`src/rtl/ex_mdu_pkg.sv`:
```
// Shared definitions for the EX-stage multiply/divide unit: op codes, FSM
// state encoding and divide-by-zero result constant.
package mdu_pkg;

    localparam logic [3:0] OP_NOP   = 4'd0;
    localparam logic [3:0] OP_MULT  = 4'd1;
    localparam logic [3:0] OP_MULTU = 4'd2;
    localparam logic [3:0] OP_DIV   = 4'd3;
    localparam logic [3:0] OP_DIVU  = 4'd4;
    localparam logic [3:0] OP_MFHI  = 4'd5;
    localparam logic [3:0] OP_MFLO  = 4'd6;
    localparam logic [3:0] OP_MTHI  = 4'd7;
    localparam logic [3:0] OP_MTLO  = 4'd8;

    typedef enum logic [1:0] {
        ST_IDLE = 2'd0,
        ST_BUSY = 2'd1,
        ST_DONE = 2'd2
    } mdu_state_e;

    localparam logic [31:0] DIV_BY_ZERO_LO = 32'hFFFF_FFFF;
    localparam int          MDU_ITER       = 32;

    function automatic logic mdu_is_arith(input logic [3:0] op);
        return (op >= OP_MULT) && (op <= OP_DIVU);
    endfunction

endpackage

```
`src/rtl/ex_mdu_if.sv`:
```
// ID/EX-side connection of the multiply/divide unit: op and operands in,
// stall request, move-from read data and architectural HI/LO out.
interface ex_mdu_if;
    logic [3:0]  mdu_op_i;
    logic [31:0] mdu_a_i;
    logic [31:0] mdu_b_i;
    logic        flush_i;
    logic        mdu_stall_o;
    logic [31:0] mdu_result_o;
    logic [31:0] hi_o;
    logic [31:0] lo_o;

    modport master (
        output mdu_op_i, mdu_a_i, mdu_b_i, flush_i,
        input  mdu_stall_o, mdu_result_o, hi_o, lo_o
    );

    modport slave (
        input  mdu_op_i, mdu_a_i, mdu_b_i, flush_i,
        output mdu_stall_o, mdu_result_o, hi_o, lo_o
    );
endinterface

```
`src/rtl/ex_mdu_div.sv`:
```
// Restoring unsigned divider, one quotient bit per cycle. Quotient and
// remainder outputs carry the post-step values and are valid while o_done is high.
module ex_mdu_div #(
    parameter int ITER = 32
) (
    input  logic        clk,
    input  logic        reset,
    input  logic        i_start,
    input  logic        i_abort,
    input  logic [31:0] i_dividend,
    input  logic [31:0] i_divisor,
    output logic        o_busy,
    output logic        o_done,
    output logic [31:0] o_quotient,
    output logic [31:0] o_remainder
);
    localparam int CNT_W = $clog2(ITER);

    logic             r_busy;
    logic [CNT_W-1:0] r_count;
    logic [31:0]      r_rem;
    logic [31:0]      r_quo;
    logic [31:0]      r_dvs;

    logic [32:0] w_shift;
    logic [32:0] w_diff;
    logic        w_ge;
    logic [31:0] w_rem_nxt;
    logic [31:0] w_quo_nxt;

    // Partial remainder stays below the divisor, so bit 32 of the difference is the borrow.
    assign w_shift   = {r_rem, r_quo[31]};
    assign w_diff    = w_shift - {1'b0, r_dvs};
    assign w_ge      = ~w_diff[32];
    assign w_rem_nxt = w_ge ? w_diff[31:0] : w_shift[31:0];
    assign w_quo_nxt = {r_quo[30:0], w_ge};

    assign o_busy      = r_busy;
    assign o_done      = r_busy && (r_count == CNT_W'(ITER - 1));
    assign o_quotient  = w_quo_nxt;
    assign o_remainder = w_rem_nxt;

    always_ff @(posedge clk) begin
        if (reset) begin
            r_busy  <= 1'b0;
            r_count <= '0;
            r_rem   <= '0;
            r_quo   <= '0;
            r_dvs   <= '0;
        end else if (i_abort) begin
            r_busy <= 1'b0;
        end else if (i_start) begin
            r_busy  <= 1'b1;
            r_count <= '0;
            r_rem   <= '0;
            r_quo   <= i_dividend;
            r_dvs   <= i_divisor;
        end else if (r_busy) begin
            r_rem   <= w_rem_nxt;
            r_quo   <= w_quo_nxt;
            r_count <= r_count + CNT_W'(1);
            if (o_done) begin
                r_busy <= 1'b0;
            end
        end
    end

endmodule

```
`src/rtl/ex_mdu.sv`:
```
// EX-stage multiply/divide unit: owns HI/LO, sequences iterative MULT/DIV and
// holds the pipeline while an operation is in flight.
//
// state | meaning
// IDLE  | accepts arith ops (issue), MTHI/MTLO writes, MFHI/MFLO reads
// BUSY  | one multiply/divide step per cycle, stall held
// DONE  | HI/LO committed, stall released, presented op not re-issued
module ex_mdu
    import mdu_pkg::*;
#(
    parameter bit MUL_FAST = 1'b0,
    parameter int ITER     = MDU_ITER
) (
    input  logic    clk,
    input  logic    reset,
    ex_mdu_if.slave bus
);
    localparam int CNT_W = $clog2(ITER);

    mdu_state_e       r_state;
    logic [CNT_W-1:0] r_count;
    logic [31:0]      r_hi;
    logic [31:0]      r_lo;
    logic [3:0]       r_op;
    logic [31:0]      r_a_abs;
    logic [31:0]      r_b_abs;
    logic [31:0]      r_a_orig;
    logic             r_sign_a;
    logic             r_sign_b;
    logic             r_div0;
    logic [63:0]      r_prod;

    logic [3:0]  w_op;
    logic        w_issue;
    logic        w_signed_in;
    logic [31:0] w_a_abs;
    logic [31:0] w_b_abs;
    logic        w_busy_div;
    logic        w_last;
    logic        w_neg;
    logic [32:0] w_sum;
    logic [63:0] w_prod_step;
    logic [63:0] w_prod_raw;
    logic [63:0] w_prod_fix;
    logic        w_div_busy;
    logic        w_div_done;
    logic [31:0] w_div_q;
    logic [31:0] w_div_r;
    logic [31:0] w_hi_commit;
    logic [31:0] w_lo_commit;

    assign w_op        = bus.mdu_op_i;
    assign w_issue     = (r_state == ST_IDLE) && mdu_is_arith(w_op) && !bus.flush_i;
    assign w_signed_in = (w_op == OP_MULT) || (w_op == OP_DIV);
    assign w_a_abs     = (w_signed_in && bus.mdu_a_i[31]) ? -bus.mdu_a_i : bus.mdu_a_i;
    assign w_b_abs     = (w_signed_in && bus.mdu_b_i[31]) ? -bus.mdu_b_i : bus.mdu_b_i;
    assign w_busy_div  = (r_op == OP_DIV) || (r_op == OP_DIVU);
    assign w_neg       = r_sign_a ^ r_sign_b;

    // Shift-add: upper half accumulates |a|, lower half holds the unconsumed multiplier bits.
    assign w_sum       = {1'b0, r_prod[63:32]} + (r_prod[0] ? {1'b0, r_a_abs} : 33'd0);
    assign w_prod_step = {w_sum, r_prod[31:1]};
    assign w_prod_raw  = MUL_FAST ? ({32'd0, r_a_abs} * {32'd0, r_b_abs}) : w_prod_step;
    assign w_prod_fix  = w_neg ? -w_prod_raw : w_prod_raw;

    assign w_last = w_busy_div ? (w_div_busy && w_div_done)
                               : (MUL_FAST || (r_count == CNT_W'(ITER - 1)));

    always_comb begin
        w_hi_commit = w_prod_fix[63:32];
        w_lo_commit = w_prod_fix[31:0];
        if (w_busy_div) begin
            if (r_div0) begin
                w_hi_commit = r_a_orig;
                w_lo_commit = DIV_BY_ZERO_LO;
            end else begin
                w_hi_commit = r_sign_a ? -w_div_r : w_div_r;
                w_lo_commit = w_neg ? -w_div_q : w_div_q;
            end
        end
    end

    ex_mdu_div #(
        .ITER (ITER)
    ) u_div (
        .clk         (clk),
        .reset       (reset),
        .i_start     (w_issue && ((w_op == OP_DIV) || (w_op == OP_DIVU))),
        .i_abort     ((r_state == ST_BUSY) && bus.flush_i),
        .i_dividend  (w_a_abs),
        .i_divisor   (w_b_abs),
        .o_busy      (w_div_busy),
        .o_done      (w_div_done),
        .o_quotient  (w_div_q),
        .o_remainder (w_div_r)
    );

    assign bus.mdu_stall_o  = (r_state == ST_BUSY) || w_issue;
    assign bus.mdu_result_o = (w_op == OP_MFHI) ? r_hi :
                              (w_op == OP_MFLO) ? r_lo : 32'd0;
    assign bus.hi_o         = r_hi;
    assign bus.lo_o         = r_lo;

    always_ff @(posedge clk) begin
        if (reset) begin
            r_state  <= ST_IDLE;
            r_count  <= '0;
            r_hi     <= '0;
            r_lo     <= '0;
            r_op     <= OP_NOP;
            r_a_abs  <= '0;
            r_b_abs  <= '0;
            r_a_orig <= '0;
            r_sign_a <= 1'b0;
            r_sign_b <= 1'b0;
            r_div0   <= 1'b0;
            r_prod   <= '0;
        end else begin
            unique case (r_state)
                ST_IDLE: begin
                    if (w_issue) begin
                        r_state  <= ST_BUSY;
                        r_count  <= '0;
                        r_op     <= w_op;
                        r_a_abs  <= w_a_abs;
                        r_b_abs  <= w_b_abs;
                        r_a_orig <= bus.mdu_a_i;
                        r_sign_a <= w_signed_in && bus.mdu_a_i[31];
                        r_sign_b <= w_signed_in && bus.mdu_b_i[31];
                        r_div0   <= (bus.mdu_b_i == 32'd0);
                        r_prod   <= {32'd0, w_b_abs};
                    end else if (!bus.flush_i) begin
                        if (w_op == OP_MTHI) r_hi <= bus.mdu_a_i;
                        if (w_op == OP_MTLO) r_lo <= bus.mdu_a_i;
                    end
                end
                ST_BUSY: begin
                    // A kill wins over a commit landing on the same edge.
                    if (bus.flush_i) begin
                        r_state <= ST_IDLE;
                    end else begin
                        r_count <= r_count + CNT_W'(1);
                        r_prod  <= w_prod_step;
                        if (w_last) begin
                            r_hi    <= w_hi_commit;
                            r_lo    <= w_lo_commit;
                            r_state <= ST_DONE;
                        end
                    end
                end
                ST_DONE: begin
                    r_state <= ST_IDLE;
                    if (!bus.flush_i) begin
                        if (w_op == OP_MTHI) r_hi <= bus.mdu_a_i;
                        if (w_op == OP_MTLO) r_lo <= bus.mdu_a_i;
                    end
                end
                default: r_state <= ST_IDLE;
            endcase
        end
    end

endmodule

```
`src/flat_wrapper.sv`:
```
// flat-port wrapper written by rule: the top's interface ports become plain ports
module ex_mdu_flat import mdu_pkg::*;
#(
    parameter bit MUL_FAST = 1'b0,
    parameter int ITER     = MDU_ITER
)
  (clk, reset, bus_mdu_op_i, bus_mdu_a_i, bus_mdu_b_i, bus_flush_i, bus_mdu_stall_o, bus_mdu_result_o, bus_hi_o, bus_lo_o);
  ex_mdu_if bus_i ();
  input  logic clk;
  input  logic reset;
  input wire logic [$bits(bus_i.mdu_op_i)-1:0] bus_mdu_op_i;
  input wire logic [$bits(bus_i.mdu_a_i)-1:0] bus_mdu_a_i;
  input wire logic [$bits(bus_i.mdu_b_i)-1:0] bus_mdu_b_i;
  input wire logic [$bits(bus_i.flush_i)-1:0] bus_flush_i;
  output wire logic [$bits(bus_i.mdu_stall_o)-1:0] bus_mdu_stall_o;
  output wire logic [$bits(bus_i.mdu_result_o)-1:0] bus_mdu_result_o;
  output wire logic [$bits(bus_i.hi_o)-1:0] bus_hi_o;
  output wire logic [$bits(bus_i.lo_o)-1:0] bus_lo_o;
  assign bus_i.mdu_op_i = bus_mdu_op_i;
  assign bus_i.mdu_a_i = bus_mdu_a_i;
  assign bus_i.mdu_b_i = bus_mdu_b_i;
  assign bus_i.flush_i = bus_flush_i;
  assign bus_mdu_stall_o = bus_i.mdu_stall_o;
  assign bus_mdu_result_o = bus_i.mdu_result_o;
  assign bus_hi_o = bus_i.hi_o;
  assign bus_lo_o = bus_i.lo_o;
  ex_mdu #(.MUL_FAST(MUL_FAST), .ITER(ITER)) u_core (.clk(clk), .reset(reset), .bus(bus_i));
endmodule
```
`config.mk`:
```
export PLATFORM = sky130hd
export DESIGN_NAME = ex_mdu_flat
export DESIGN_NICKNAME = d
export VERILOG_FILES = /design/src/rtl/ex_mdu_pkg.sv /design/src/rtl/ex_mdu_if.sv /design/src/rtl/ex_mdu_div.sv /design/src/rtl/ex_mdu.sv /design/src/flat_wrapper.sv
export SDC_FILE = /design/constraint.sdc
export NUM_CORES = 1
export LEC_CHECK = 0
export BUFFER_PORTS_ARGS = -buffer_cell sky130_fd_sc_hd__buf_2
export CORE_ASPECT_RATIO = 0.5
export CORE_MARGIN = 2
export CORE_UTILIZATION = 43
export DETAILED_ROUTE_END_ITERATION = 8
export HOLD_SLACK_MARGIN = 0.03
export SYNTH_ARGS = -nofsm -noshare
export SYNTH_HDL_FRONTEND = slang
export SYNTH_SLANG_ARGS = --single-unit
```
`constraint.sdc`:
```
create_clock -name clk -period 6.21 [get_ports clk]
set_input_delay 0.621 -clock clk [delete_from_list [all_inputs] [get_ports clk]]
set_output_delay 0.621 -clock clk [all_outputs]
set_load 0.005 [all_outputs]
```
==> impl_metrics.toml, run 1 <==
[critical_path]
rrSetupSlack_ns = 0.45
cp-start-kind = "flop"
rr_endpoint = "u_core.bus.hi_o[30]$_SDFFE_PP0P_"
r2r_cells = 24
critPathKind = "reg -> reg"
rr_startpoint = "u_core.u_div.r_quo[31]$_SDFFE_PP0P_"
crit_path_max_fanout = 20
end_kind = "flop"
crit_required_ns = 6.72
worstPathArrival_ns = 6.26

[clock_network]
cts-resized-gates = 0
cts_root_buf = "clkbuf_16"
cts_tree = "yes"
post_cts_buffers = 0
clkLatencyLatePin_ns = 0.60
clock-sinks = 307
cts_buffers = 31
cts_buffer_depth = 3
path_clk_slew_ns = 0.07
cts_hold_buf = 0
htree_levels = 1

[timing]
relSlewSlack_pct = 28.2
worstMarginPinSlew_ns = 1.07
period_share_pct = 92.7
fmax_ghz = 0.174
layout_setup_ws_ns = 0.454
finalSetupViolations = 0
drv_slew = 0
tns_ns = 0
post-route-min-period_ns = 5.76
rsz0062_at_grt = "false"
hold_viol = 0
skew_ns = 0.0226
fin_hold_ws_ns = 0.331

[placed_design]
gp_congestion = 0.967
dp_slack_ns = 0.651
place_hpwl_um = 62500
portBuffers = 167
dp_cells = 3704

[route]
drc = 0
wl_per_cell_um = 22.9
dr.pass1.iters = 6
drtIter0Drc = 3028
drtAntennaViolNets = 0
viasPerCell = 6.27
vias = 23600
drt-total-wl_um = 86300

[pwr]
cellInternalPower_mw = 3.87
switching_power_mw = 2.27
p_leak_nw = 9.58
pwr-share-comb_pct = 30.1
power_density_nw_per_um2 = 251
vdd_drop_max_mv = 0.197
power_frac_clock_pct = 35.5
p_sw_share_pct = 37.0
seqPwrFrac_pct = 34.4

[global_routing]
overflow = 0
grt_pass1_wl_um = 130000
grt_max_degree = 87
grt_usage_pct = 31.2
antenna_found_initial = 2
grt_pass1_vias = 20900

[yosys]
yosys-top-cells-count = "nand2_1 (379), nor2_1 (326), dfxtp_1 (307)"
synth_top_area_cell = "dfxtp_1"
ys_types = 96
synthArstFlopShare_pct = 0
synthCells = 3028
synth_warnings = 0
avgSynthCellArea_um2 = 7.29
ys.flop_type = "dfxtp_1"
synth-seq-area-share_pct = 27.8
synth_edf_count = 0
synthDominantCellAreaShare_pct = 27.8
synth_nets = 3174
synth_area_leaders = "dfxtp_1 (28%), a21oi_1 (6.5%), nand2_1 (6.4%)"
syn_area_um2 = 22100
ys_ff_latch = 307
yosysMostFrequentCell = "nand2_1"

[finish]
drive_gt1_share_pct = 10.4
fin_nets = 3193
area_delta_synth_final_pct = 10.8
fin_cells = 3764
postLayoutCoreUtil_pct = 48.5

[worst_hold_path]
hold_path_class = "in -> reg"
hp-start = "bus_mdu_a_i[5]"
whs_endpoint = "u_core.r_a_orig[5]$_SDFFE_PP0P_"
holdPathStages = 3

[floorplanning]
die_y_um = 164
io_pins = 168
fp.dieW_um = 324
initial_core_util_pct = 43.7
rows = 58
dieArea_um2 = 53300
core_area_um2 = 50500

[run_status]
outcome = "finished, final reports clean"

[run]
maxCapViolCount = 0
## worst max-delay path, cell delays in order, from the launching register on
cell and delay (ns):
dfxtp_1 0.40, inv_1 0.06, ha_1 0.23, fa_1 0.42, nor2b_1 0.21, o31a_1 0.22, o21ai_1 0.19, a211oi_2 0.42
o31a_1 0.25, nor2_4 0.06, inv_2 0.08, buf_4 0.25, o21ai_0 0.19, inv_1 0.10, ha_1 0.24, nand3b_1 0.13
nor4_1 0.51, nand2_1 0.13, mux2i_1 0.16, buf_4 0.18, nand3_1 0.09, nor4_2 0.47, nor3_1 0.08, o31a_1 0.33
o32ai_1 0.24
## logic make-up (layout without fill, tap and decap cells)
family                   after synthesis  after routing  share of synthesized area, %
other                                  0              3                             0
flip-flops                           307            307                          27.8
XOR/XNOR                             207            207                          8.21
multiplexers                          30             30                          1.37
buffers and inverters                309            352                          5.43
AO/OA/AOI/OAI                        977            977                          29.2
adder cells (fa/ha/maj)               75             75                          4.32
AND/OR/NAND/NOR                     1123           1123                          23.6
## worst max path at each step
| stage | slack [ns] | to | startpoint |
|---|---|---|---|
| 2_1_floorplan | 0.77 | u_core.bus.hi_o[30]$_SDFFE_PP0P_ | u_core.u_div.r_quo[31]$_SDFFE_PP0P_ |
| 3_3_place_gp | 0.95 | u_core.bus.hi_o[30]$_SDFFE_PP0P_ | u_core.u_div.r_quo[31]$_SDFFE_PP0P_ |
| 3_5_place_dp | 0.65 | u_core.bus.hi_o[30]$_SDFFE_PP0P_ | u_core.u_div.r_quo[31]$_SDFFE_PP0P_ |
| 4_1_cts | 0.60 | u_core.bus.hi_o[30]$_SDFFE_PP0P_ | u_core.u_div.r_quo[31]$_SDFFE_PP0P_ |
| 5_1_grt | 0.17 | u_core.bus.hi_o[30]$_SDFFE_PP0P_ | u_core.u_div.r_quo[31]$_SDFFE_PP0P_ |
| 6_report | 0.45 | u_core.bus.hi_o[30]$_SDFFE_PP0P_ | u_core.u_div.r_quo[31]$_SDFFE_PP0P_ |
## layer usage
metal | share of wire, % | vias up | GRT usage, %
li1 | - | 11000 | -
met1 | 46 | 11300 | 46.2
met2 | 41 | 1092 | 46.2
met3 | 10 | 132 | 6.16
met4 | 2.4 | 0 | 6.73
met5 | 0 | - | 0
## state kept, by name (all words and copies together) (netlist names)
| name | cells |
|---|---|
| u_core.bus.lo_o | 32 |
| u_core.u_div.o_busy | 1 |
| u_core.r_sign_b | 1 |
| u_core.r_a_abs | 31 |
| u_core.r_op | 4 |
| u_core.u_div.r_dvs | 32 |
| u_core.u_div.r_quo | 32 |
| u_core.r_state | 2 |
| u_core.r_count | 5 |
| u_core.r_a_orig | 32 |
| u_core.r_div0 | 1 |
| u_core.bus.hi_o | 32 |
| u_core.r_prod | 64 |
| u_core.r_sign_a | 1 |
| u_core.u_div.r_rem | 32 |
| u_core.u_div.r_count | 5 |
## cells in the final DEF (no fill, tap or decap), types with 16 or more instances in the layout
master and instances:
xnor2_1 104, nor3_1 96, buf_2 166, xor2_1 101, o21ai_0 155, nand2_1 376
a311oi_1 40, o31ai_1 36, ha_1 73, a21oi_1 286, a31oi_1 56, a22o_1 32
nor4_1 22, nor2_1 322, buf_4 46, o21a_1 16, a21o_1 34, inv_1 80
mux2i_1 28, nand3_1 66, o221ai_1 24, a211oi_1 85, or4_1 20, or3_1 21
and3_1 40, dfxtp_1 307, nand4_1 24, clkbuf_16 31, and2_1 62, o211ai_1 40
a22oi_1 33
## through the flow
step / instance area, um^2 / power [mW]
6_report: 24500 / 6.15
5_1_grt: 24500 / 6.36
4_1_cts: 24500 / 6.08
3_5_place_dp: 23300 / 3.92
3_3_place_gp: 23300 / 3.92
2_1_floorplan: 22100 / 3.30
## power groups by stage
stage	clock (mW)	sequential, mW	combinational (mW)
after floorplan	0	2.13	1.17
after global placement	0	2.15	1.76
after detailed placement	0	2.16	1.77
after CTS	2.19	2.11	1.78
after global routing	2.28	2.12	1.96
final	2.18	2.11	1.85
## layout make-up
type                            count  area [um^2]
Multi-Input combinational cell   2412        14800
Timing Repair Buffer              213         1190
Clock buffer                       34          797
Antenna cell                        3         7.51
Clock inverter                     23          337
Inverter                           82          308
Tap cell                          690          863
Fill cell                        5164        26000
Sequential cell                   307         6150
No activity file was read; power rests on OpenSTA's default activity.
==> run 2, diff against run 1 <==
--- a/config.mk
+++ b/config.mk
@@ -5,6 +5,7 @@
 export SDC_FILE = /design/constraint.sdc
 export NUM_CORES = 1
 export LEC_CHECK = 0
+export ABC_AREA = 1
 export BUFFER_PORTS_ARGS = -buffer_cell sky130_fd_sc_hd__buf_2
 export CORE_ASPECT_RATIO = 0.5
 export CORE_MARGIN = 2
==> run 2 against run 1 <==
Net effect:
- register-to-register slack better by 0.80 ns
- sequential cell count is the same
- critical endpoint is now u_core.bus.lo_o[28]$_SDFFE_PP0P_
- worst setup slack improved by 0.80 ns
- synthesized cell count increased by 30%
- utilization down 0.12 points
- critical path type unchanged
- wire length up 15%
- sequential share of layout area is 1.5 points lower
- non-clock buffer count down 15
- largest cell class unchanged
- power up 6.0%
- critical path depth rose by 7
- highest routed layer is now met5
==> impl_metrics.toml, run 2 <==
[clock_network]
cts_buffer_depth = 3
clock-sinks = 307
clkLatencyLatePin_ns = 0.56
path_clk_slew_ns = 0.07
htree_levels = 2
cts_root_buf = "clkbuf_16"
cts_buffers = 34
post_cts_buffers = 0
cts_hold_buf = 0
cts_tree = "yes"
cts-resized-gates = 0

[worst_hold_path]
holdPathStages = 3
hp-start = "bus_mdu_b_i[0]"
whs_endpoint = "u_core.r_prod[0]$_SDFFE_PP0P_"
hold_path_class = "in -> reg"

[floorplanning]
die_y_um = 169
dieArea_um2 = 56400
core_area_um2 = 53800
rows = 60
fp.dieW_um = 334
io_pins = 168
initial_core_util_pct = 43.5

[timing]
finalSetupViolations = 0
period_share_pct = 79.8
tns_ns = 0
rsz0062_at_grt = "false"
fmax_ghz = 0.202
drv_slew = 0
hold_viol = 0
relSlewSlack_pct = 9.13
skew_ns = 0.0292
fin_hold_ws_ns = 0.400
worstMarginPinSlew_ns = 1.35
post-route-min-period_ns = 4.96

[yosys]
synth-seq-area-share_pct = 26.3
synth_warnings = 0
synthArstFlopShare_pct = 0
syn_area_um2 = 23400
yosysMostFrequentCell = "nand2_1"
synthCells = 3951
synthDominantCellAreaShare_pct = 26.3
avgSynthCellArea_um2 = 5.92
synth_edf_count = 0
yosys-top-cells-count = "nand2_1 (1,078), inv_1 (576), nor2_1 (432)"
synth_area_leaders = "dfxtp_1 (26%), nand2_1 (17%), inv_1 (9.2%)"
ys_ff_latch = 307
ys.flop_type = "dfxtp_1"
synth_top_area_cell = "dfxtp_1"
ys_types = 59
synth_nets = 4097

[route]
viasPerCell = 5.68
wl_met2_um = 41400
drc = 0
dr.pass1.iters = 8
highest_layer = "met5"
wl_met3_um = 9630
vias = 27000
drtIter0Drc = 3312
drt-total-wl_um = 99100
drtAntennaViolNets = 0
m1WireLength_um = 45100
wl_per_cell_um = 20.9

[placed_design]
gp_congestion = 1.02
dp_cells = 4692
place_hpwl_um = 75700
portBuffers = 167

[global_routing]
overflow = 0
grt_pass1_vias = 23800
grt_usage_pct = 34.2
grt_max_degree = 86
grt_pass1_wl_um = 149000
antenna_found_initial = 11

[critical_path]
rr_startpoint = "u_core.u_div.r_quo[31]$_SDFFE_PP0P_"
cp_slowest_cell = "nor3_1"
cp-start-kind = "flop"
crit_top_cell = "nand2_1"
rr_endpoint = "u_core.bus.lo_o[28]$_SDFFE_PP0P_"
end_kind = "flop"
r2r_cells = 31
max_stage_delay_ns = 0.43
crit_path_max_fanout = 8
worstPathArrival_ns = 5.42
crit_required_ns = 6.67
critPathKind = "reg -> reg"
rrSetupSlack_ns = 1.25

[pwr]
power_density_nw_per_um2 = 251
vdd_drop_max_mv = 0.183
p_leak_nw = 12.5

[finish]
final_cell_mix = "nand2_1 (1,074), inv_1 (575), nor2_1 (428)"
area_delta_synth_final_pct = 11.1
ff_latch_area_um2 = 6150
fin_nets = 4161
largest_register_ffs = 64
final_common_cell = "nand2_1"
regMostFlops = "u_core.r_prod"
drive_gt1_share_pct = 8.40
fin_cells = 4753
multi_input_area_um2 = 14400
fillCellCount = 5901

[run_status]
outcome = "finished, final reports clean"

[run]
maxCapViolCount = 0
==> run 2: cell count changes after synthesis, moves of 38 or more <==
cell      before   now
o21ai_0      155   247
o22ai_1        5    97
nand3_1       66   232
a211oi_1      85     6
nand2_1      379  1078
a311oi_1      40     2
and3_1        40     1
xnor2_1      105    21
clkbuf_1     188   137
and2_1        64     2
inv_1         80   576
nor2_1       326   432
==> run 2: worst max path at each step <==
stage	from	to	slack [ns]	cells past startpoint
after floorplan	u_core.u_div.r_quo[31]$_SDFFE_PP0P_	u_core.bus.lo_o[28]$_SDFFE_PP0P_	2.05	33
after global placement	u_core.u_div.r_quo[31]$_SDFFE_PP0P_	u_core.bus.lo_o[28]$_SDFFE_PP0P_	1.49	31
after detailed placement	u_core.u_div.r_quo[31]$_SDFFE_PP0P_	u_core.bus.lo_o[28]$_SDFFE_PP0P_	1.39	31
after CTS	u_core.u_div.r_quo[31]$_SDFFE_PP0P_	u_core.bus.lo_o[28]$_SDFFE_PP0P_	1.41	31
after global routing	u_core.u_div.r_quo[31]$_SDFFE_PP0P_	u_core.bus.lo_o[28]$_SDFFE_PP0P_	0.90	31
final	u_core.u_div.r_quo[31]$_SDFFE_PP0P_	u_core.bus.lo_o[28]$_SDFFE_PP0P_	1.25	31
==> run 2: critical path: cells and delay by family (launching register included) <==
| family | cells | cell delay, ns |
|---|---|---|
| simple gates | 21 | 2.77 |
| compound gates | 3 | 0.46 |
| fa+ha+maj | 3 | 0.90 |
| flops | 1 | 0.30 |
| buf+inv | 4 | 0.46 |
==> run 2: logic make-up (layout without fill, tap and decap cells) <==
family / Yosys count / count (layout) / synth area share (%)
other: 0 / 2 / 0
XOR/XNOR: 99 / 99 / 3.71
adder cells (fa/ha/maj): 75 / 75 / 4.08
AO/OA/AOI/OAI: 795 / 795 / 19.2
buffers and inverters: 752 / 839 / 12.4
AND/OR/NAND/NOR: 1923 / 1923 / 34.4
flip-flops: 307 / 307 / 26.3
==> run 2: where the power goes <==
part	total (mW)	switching, mW	internal, mW
combinational	2.04	1.54	0.502
sequential	2.08	0.0493	2.03
clock	2.40	0.959	1.44
==> run 2: layout make-up <==
| cell class | count | area share, % |
|---|---|---|
| diodes | 2 | 0.0193 |
| clock buffers | 40 | 3.52 |
| clock inverters | 19 | 1.35 |
| inverters | 582 | 8.41 |
| multi-input cells | 2892 | 55.5 |
| flip-flops and latches | 307 | 23.7 |
| well taps | 713 | 3.43 |
| repair buffers | 198 | 4.12 |
==> run 2: metal layers <==
layer  GRT usage, %  vias up
li1               -    12900
met1           49.4    12700
met2           52.2     1286
met3           5.89      165
met4           9.42        6
met5              0        -
==> run 2: metrics by stage <==
| step | utilization (%) | power [mW] | area (um^2) | setup WS (ns) |
|---|---|---|---|---|
| after global placement | 46.0 | 4.07 | 24700 | 1.49 |
| after floorplan | - | 3.38 | 23400 | 2.05 |
| after global routing | 48.3 | 6.76 | 26000 | 0.899 |
| final | 48.3 | 6.52 | 26000 | 1.25 |
| after detailed placement | 46.0 | 4.07 | 24700 | 1.39 |
| after CTS | 48.3 | 6.44 | 26000 | 1.41 |
